===== src/rtl/seq_alu_pkg.sv =====
// Shared types and helpers for the sequential ALU controller.
// State encoding and the unforced next-state rule live here.
package seq_alu_pkg;

  typedef enum logic [1:0] {
    S0 = 2'b00,
    S1 = 2'b01,
    S2 = 2'b10,
    S3 = 2'b11
  } state_t;

  localparam logic [1:0] ST_S0 = 2'b00;
  localparam logic [1:0] ST_S1 = 2'b01;
  localparam logic [1:0] ST_S2 = 2'b10;
  localparam logic [1:0] ST_S3 = 2'b11;

  // Advance only on a qualified step with input_bit low.
  function automatic state_t next_unforced(
    input state_t cur,
    input logic   step,
    input logic   input_bit
  );
    state_t n;
    n = cur;
    if (step && !input_bit)
      n = state_t'(cur + 2'd1);
    return n;
  endfunction

endpackage


===== src/rtl/seq_alu_fsm_op.sv =====
// Combinational per-state ALU: OR, SUB/borrow,
// NOT-plus-constant/carry, XOR.
module seq_alu_op
  import seq_alu_pkg::*;
#(
  parameter int WIDTH     = 4,
  parameter int ADD_CONST = 4
) (
  input  state_t           state,
  input  logic [WIDTH-1:0] RA,
  input  logic [WIDTH-1:0] RB,
  output logic [WIDTH-1:0] result,
  output logic             cflag
);

  localparam logic [WIDTH-1:0] K = WIDTH'(ADD_CONST);

  logic [WIDTH:0] diff;
  logic [WIDTH:0] sum;

  // Extra top bit carries the borrow / carry-out.
  assign diff = {1'b0, RA} - {1'b0, RB};
  assign sum  = {1'b0, ~RA} + {1'b0, K};

  always_comb begin
    result = '0;
    cflag  = 1'b0;
    unique case (state)
      S0: result = RA | RB;
      S1: begin
        result = diff[WIDTH-1:0];
        cflag  = diff[WIDTH];
      end
      S2: begin
        result = sum[WIDTH-1:0];
        cflag  = sum[WIDTH];
      end
      S3: result = RA ^ RB;
      default: begin
        result = '0;
        cflag  = 1'b0;
      end
    endcase
  end

endmodule


===== src/rtl/seq_alu_fsm.sv =====
// Four-state Moore controller with registered per-state ALU
// results and a dwell timeout that forces a return to S0.
module seq_alu_fsm
  import seq_alu_pkg::*;
#(
  parameter int WIDTH     = 4,
  parameter int ADD_CONST = 4,
  parameter int TIMEOUT   = 8
) (
  input  logic             clk,
  input  logic             reset,
  input  logic             step,
  input  logic             input_bit,
  input  logic [WIDTH-1:0] RA,
  input  logic [WIDTH-1:0] RB,
  output logic [WIDTH-1:0] RA_out,
  output logic [WIDTH-1:0] RC,
  output logic             cflag,
  output logic             output_bit,
  output logic             timeout,
  output logic [1:0]       present_state,
  output logic [1:0]       next_state
);

  localparam int DW =
    (TIMEOUT > 0) ? $clog2(TIMEOUT + 1) : 1;
  localparam logic [DW-1:0] D_MAX  = DW'(TIMEOUT);
  localparam logic [DW-1:0] D_LAST =
    DW'((TIMEOUT > 0) ? TIMEOUT - 1 : 0);

  state_t           cur;
  state_t           nxt_free;
  logic             force_s0;
  logic [DW-1:0]    dwell;
  logic [WIDTH-1:0] alu_res;
  logic             alu_c;

  assign cur        = state_t'(present_state);
  assign output_bit = (present_state == ST_S1);

  // Timeout only overrides a hold; a real advance wins.
  always_comb begin
    nxt_free   = next_unforced(cur, step, input_bit);
    force_s0   = (TIMEOUT != 0) && (cur != S0)
               && (dwell == D_LAST) && (nxt_free == cur);
    next_state = force_s0 ? ST_S0 : nxt_free;
  end

  seq_alu_op #(
    .WIDTH     (WIDTH),
    .ADD_CONST (ADD_CONST)
  ) u_op (
    .state  (cur),
    .RA     (RA),
    .RB     (RB),
    .result (alu_res),
    .cflag  (alu_c)
  );

  always_ff @(posedge clk or posedge reset) begin
    if (reset) begin
      present_state <= ST_S0;
      dwell         <= '0;
      RA_out        <= '0;
      RC            <= '0;
      cflag         <= 1'b0;
      timeout       <= 1'b0;
    end else begin
      present_state <= next_state;
      RA_out        <= ~RA;
      RC            <= alu_res;
      cflag         <= alu_c;
      timeout       <= force_s0;
      if (next_state != present_state)
        dwell <= '0;
      else if (dwell != D_MAX)
        dwell <= dwell + DW'(1);
    end
  end

endmodule


===== config.mk =====
export PLATFORM = sky130hd
export DESIGN_NAME = seq_alu_fsm
export DESIGN_NICKNAME = d
export VERILOG_FILES = /design/src/rtl/seq_alu_pkg.sv /design/src/rtl/seq_alu_fsm_op.sv /design/src/rtl/seq_alu_fsm.sv
export SDC_FILE = /design/constraint.sdc
export NUM_CORES = 1
export LEC_CHECK = 0
export BUFFER_PORTS_ARGS = -buffer_cell sky130_fd_sc_hd__buf_2
export CORE_MARGIN = 2
export CORE_UTILIZATION = 53
export CTS_BUF_LIST = sky130_fd_sc_hd__clkbuf_4
export DETAILED_ROUTE_END_ITERATION = 8
export PLACE_DENSITY = 0.83
export SYNTH_ARGS = -nofsm -noshare
export SYNTH_HDL_FRONTEND = slang
export SYNTH_SLANG_ARGS = --single-unit

===== constraint.sdc =====
create_clock -name clk -period 1.8 [get_ports clk]
set_input_delay 0.09 -clock clk [delete_from_list [all_inputs] [get_ports clk]]
set_output_delay 0.09 -clock clk [all_outputs]
set_load 0.005 [all_outputs]

# ---- Word level (Yosys, flattened, before mapping)
# Cells that the tools add are included.
dict set report op_classes {
  reduce_logical 7
  n_eq_ne 7
  muxes 6
  bitwise_logic 3
  n_addsub 4
}
# cell count
set op_table {}
lappend op_table {{4-bit one-hot mux with 4 select lines} 1}
lappend op_table {{4-bit two-way mux} 2}
lappend op_table {{4-bit by 3-bit adder with 5-bit output (second input constant)} 1}
lappend op_table {{4-bit by 4-bit subtractor with 5-bit output} 1}
lappend op_table {{4-bit by 1-bit adder with 4-bit output (second input constant)} 1}
lappend op_table {{2-bit equality test (second input constant)} 2}
lappend op_table {{4-bit by 3-bit equality test with 1-bit output (second input constant)} 1}
lappend op_table {{2-bit two-way mux} 2}
lappend op_table {{4-bit != test (second input constant)} 1}
lappend op_table {{4-bit inverter} 1}
lappend op_table {{4-bit bitwise OR} 1}
lappend op_table {{2-bit nonzero test} 2}
lappend op_table {{4-bit XOR} 1}
lappend op_table {{1-bit logical AND} 3}
lappend op_table {{2-bit by 1-bit adder with 2-bit output (second input constant)} 1}
lappend op_table {{2-bit by 1-bit equality test with 1-bit output (second input constant)} 1}
lappend op_table {{2-bit equality test} 1}
lappend op_table {{2-bit logical NOT} 1}
lappend op_table {{2-bit != test} 1}
lappend op_table {{1-bit one-hot mux with 2 select lines} 1}
lappend op_table {{1-bit logical NOT} 1}
dict set report totals {
  word_cells 33
  inputBits 12
  regBits 16
}

# ---- Depth between registers and ports, before layout
dict set report depth {
  word_depth 8
  ltp_mapped 7
}

# ---- Hierarchy
# Synthesis repeated with hierarchy kept, for this count alone.
dict set report hier_totals {
  cells_unflattened 99
  hier_area_um2 1019.7
}
# module n_inst cells_per_inst area_each_um2 seq_area_each_um2
set by_module_without_submodules {}
lappend by_module_without_submodules {seq_alu_fsm 1 51 633.1 400.4}
lappend by_module_without_submodules {seq_alu_op 1 48 386.6 0.0}

# ---- Worst setup path after synthesis
# Ideal clock, no wire load.
dict set report synth_path {
  path_type {register to register}
  startpoint {register present_state[0]}
  endpoint {register RC[2]}
  t_arrival_ps 1253
  path_stages_with_launch 7
  setup_ps 124
  slack_ps 423
  synth_period_minus_slack_ps 1377
  required_ps 1676
  path_buffers 1
  path_cell_list {dfrtp_1 > inv_1 > ha_1 > buf_2 > a221o_1 > a21oi_1 > a21oi_1}
}
dict set report synth_via {
  elab_chain_cells 2
  word_cells_on_any_way 5
  classes_between {eq/ne (3); mux (1); reduce/logical (1)}
}
# element line
set synth_lines {}
lappend synth_lines {{start: declaration} seq_alu_fsm.sv:21} ;# output logic [1:0] present_state,
lappend synth_lines {{start signal: assignment} seq_alu_fsm.sv:69} ;# present_state <= next_state;
lappend synth_lines {{2-bit equality test (tied with other cells)} seq_alu_fsm_op.sv:28} ;# unique case (state)
lappend synth_lines {{4-bit one-hot mux with 4 select lines *} seq_alu_fsm_op.sv:28}
lappend synth_lines {{via alu_res[2]} seq_alu_fsm.sv:35} ;# logic [WIDTH-1:0] alu_res;
lappend synth_lines {{end signal: assignment} seq_alu_fsm.sv:71} ;# RC <= alu_res;
lappend synth_lines {{end: declaration} seq_alu_fsm.sv:17} ;# output logic [WIDTH-1:0] RC,
# Mark *: on every way through the listed nets, which the timed path passes. The rest lies on a longest branch.
# A chain may end at the register's enable or synchronous reset.

# ---- Final worst setup path
dict set report layout_path {
  startpoint {register present_state[0]}
  endpoint {output port next_state[0]}
}
dict set report layout_via {
  elab_chain_cells 5
  word_cells_on_any_way 7
  classes_between {add/sub (1); eq/ne (1); mux (2); reduce/logical (3)}
}
# element line
set layout_lines {}
lappend layout_lines {{2-bit by 1-bit adder with 2-bit output} seq_alu_pkg.sv:26} ;# n = state_t'(cur + 2'd1);
lappend layout_lines {{2-bit two-way mux} seq_alu_pkg.sv:25} ;# if (step && !input_bit)
lappend layout_lines {{2-bit equality test} seq_alu_fsm.sv:45} ;# && (dwell == D_LAST) && (nxt_free == cur);
lappend layout_lines {{1-bit logical AND} seq_alu_fsm.sv:45}
lappend layout_lines {{2-bit two-way mux *} seq_alu_fsm.sv:46} ;# next_state = force_s0 ? ST_S0 : nxt_free;
lappend layout_lines {{end: declaration} seq_alu_fsm.sv:22} ;# output logic [1:0] next_state
# Mark *: on every way between the ends. The rest lies on a longest branch, timed or not.

==> key figures <==
Yosys
  – Synth Area per Inst: ~10 sq um
  – Synth Instances: 95
  – Mapped cell area: roughly 950 sq um
  – Synth cell types: 27
  – Syn nets: between 100 and 150
  – Post-synthesis register bit count: 16
  – Post-synthesis sequential area ratio: 0.420
  – YS warnings: 0

Timing
  – Final worst path period share: 0.922
  – Count of pins over their slew limit: 0
  – Achievable clock frequency: between 0.6 and 0.7 GHz
  – Final TNS setup: 0 ps
  – Worst Clk Skew: slightly below 2 ps
  – Final setup fails: 0
  – RSZ-0062 raised after global routing: no
  – Max-slew headroom: 0.612
  – Worst slew pin tran: 582 ps
  – Hold slack: between 7 and 8 ps
  – Tmin final: around 1700 ps
  – Final Hold Fails: 0

Floorplan
  – Row cnt: 15
  – Core area: between 1500 and 2000 sq um
  – Die H: ~46 microns
  – Starting Density: 0.558
  – Chip width: around 46 microns
  – Die area: 2150 sq um
  – I/O Pins: 27

Worst setup path
  – Slowest stage cell, crit path: dfrtp_2
  – Worst r2r src: present_state[0]$_DFF_PP0_
  – Slowest cell delay on critical path: 420 ps
  – Cell Chain, Critical Path: inv_1 > ha_1 > nor2_1 > nand3_1 > nand3_1 > o21ai_1 > buf_2
  – Critical Path Start Type: flop
  – Critical path required time: about 1700 ps
  – Crit-path most repeated cell: nand3_1
  – Crit path capture type: output port
  – Crit path arrival time: ~1600 ps
  – Worst reg2reg path depth: 5
  – Crit Path Class: flop to output port
  – Crit-path max FO: 7
  – Reg2reg setup slack: about 340 ps
  – R2R Path End: RC[2]$_DFF_PP0_

Power and ir drop
  – Max IR drop VDD: 537 uV
  – Lkg Pwr: between 0.6 and 0.7 nW
  – Pwr/cell area: 1180 nW/um^2

Detailed routing
  – Drt pass-1 iters: 4
  – Antenna Nets Post-Route: 0
  – Final WL: around 1.7 mm
  – Vias: about 750
  – Initial DRC Count: 27
  – DRC Markers: 0
  – Vias per inst: 4.98
  – Drt wl/cell: between 10 and 15 microns

CTS
  – CTS tree: done
  – Num CTS Buffers: 3
  – Clock Latency Late Sink: 280 ps
  – Clock buffer depth: 2
  – Clock slew at reported path FFs: 90 ps
  – Root Buffer: clkbuf_4
  – TritonCTS Sinks: 16
  – CTS H-Tree Depth: 1

Hold path
  – Hold Crit Endpoint: RA_out[3]$_DFF_PP0_
  – Worst Hold Class: input port to flop
  – WHS Path Cells: 2
  – Hold path start: RA[3]

Finish
  – Filler cell count: approximately 120
  – NumNets Final: between 150 and 200
  – Multi-input logic area: slightly below 500 sq um
  – # diodes: 0
  – Area Overhead vs Synth: 21.6%
  – Reg area: approximately 400 sq um
  – Share of layout cells above drive strength 1: 0.254

GRT
  – Total grt overflow: 0
  – Antenna violations before repair: 0
  – Number of global-route vias before repair: ~650
  – Largest net degree at the start of global routing: 17
  – GR Util All Layers: 0.180
  – First-pass GRT wire length: 2.70 mm

Placed design
  – Port Buffers: 26
  – GP Congestion: between 0.8 and 0.9
  – Detail Placement HPWL: roughly 1.3 mm

Outcome
  – Status: completed

Flow run
  – Max-cap violation count: 0
==> synthesized netlist by cell type (all sizes together) <==
master  number  area, sq um
fa           1         20.0
nor3         1         5.00
a221o        1         10.0
o31a         1         8.76
nand2b       1         6.26
a22oi        1         7.51
a21oi        5         25.0
a221oi       1         8.76
nor4         1         6.26
a21boi       1         7.51
o21ai        6         30.0
inv         15         56.3
nor2b        3         18.8
dfrtp       16          400
nand3        3         15.0
a211oi       1         7.51
o21a         1         7.51
ha          16          200
a222oi       1         10.0
xor2         1         8.76
mux2i        1         10.0
xnor2        2         17.5
nor2         7         26.3
nand2        6         22.5
mux2         1         11.3
buf          1         5.00
==> registers in the layout (all words and copies together) (netlist names) <==
register	cells
RA_out	4
cflag	1
present_state	2
RC	4
timeout	1
dwell	4
==> critical path: cells and delay by family, from the launching register on <==
kind	cells	cell delay [ps]
DFF	1	420
AOI/OAI and AO/OA	1	80
adders and majority gates	1	200
and+or+nand+nor	3	360
buffers and inverters	2	220
==> power by group <==
group,total [mW],internal (mW),switching (mW)
sequential,0.558,0.480,0.0778
combinational,0.615,0.293,0.322
clock,0.190,0.0804,0.110
==> area by class of cell <==
cell class                      count  share of cell area
Clock buffer                        3              0.0195
Clock inverter                      1             0.00324
Inverter                           15              0.0486
Multi-Input combinational cell     63               0.424
Sequential cell                    16               0.348
Tap cell                           25              0.0270
Timing Repair Buffer               28               0.130
==> kinds of logic (layout without fill, tap and decap cells) <==
family,count (synthesis),in the layout,share of synthesized area
AOI/OAI and AO/OA,19,19,0.129
xor gates and xnor gates,3,3,0.0276
adders and majority gates,17,17,0.231
buffers and inverters,16,47,0.0644
DFF,16,16,0.420
muxes,2,2,0.0223
and+or+nand+nor,22,22,0.105
==> layer usage <==
| layer | GRT usage | up-vias | part of all wire |
|---|---|---|---|
| met5 | 0 | - | 0 |
| met4 | 0.0857 | 0 | 0.012 |
| met3 | 0.0235 | 2 | 0.035 |
| met2 | 0.278 | 18 | 0.46 |
| met1 | 0.246 | 353 | 0.49 |
| li1 | - | 379 | - |
==> worst max path at each step <==
stage                                          start              end  slack (ps)  cells past startpoint
final                     present_state[0]$_DFF_PP0_    next_state[0]         140                      7
after global routing      present_state[0]$_DFF_PP0_    next_state[0]          20                      7
after CTS                 present_state[0]$_DFF_PP0_    next_state[0]          80                      7
after detailed placement                       RA[0]  RC[1]$_DFF_PP0_         250                      7
after global placement                         RA[0]  RC[1]$_DFF_PP0_         280                      7
after floorplan           present_state[0]$_DFF_PP0_  RC[2]$_DFF_PP0_         420                      6
==> through the flow <==
step	utilization	setup WS [ps]	cells	instance area (sq um)	power, mW
5_1_grt	0.678	24.7	151	1160	1.48
3_3_place_gp	0.649	284	145	1110	1.16
4_1_cts	0.676	77.0	151	1150	1.37
6_report	0.678	140	151	1160	1.36
2_1_floorplan	-	423	95	952	0.963
3_5_place_dp	0.649	246	145	1110	1.17
==> layout by cell type, fill, tap and decap left out, types with 2 or more instances in the layout <==
cell,count
nand2_1,6
dfrtp_1,14
xnor2_1,2
ha_1,16
o21ai_1,5
nor2_1,7
dlygate4sd3_1,2
clkbuf_4,3
a21oi_1,5
buf_2,26
nor2b_1,3
inv_1,15
nand3_1,3
dfrtp_2,2
==> repair_timing <==
action,CTS,global route
setup endpoints to repair,0,2
hold endpoints to repair,17,0
setup buffers,0,0
resized for setup,0,2
hold buffers,2,0
Power figures use the tool's default switching activity.
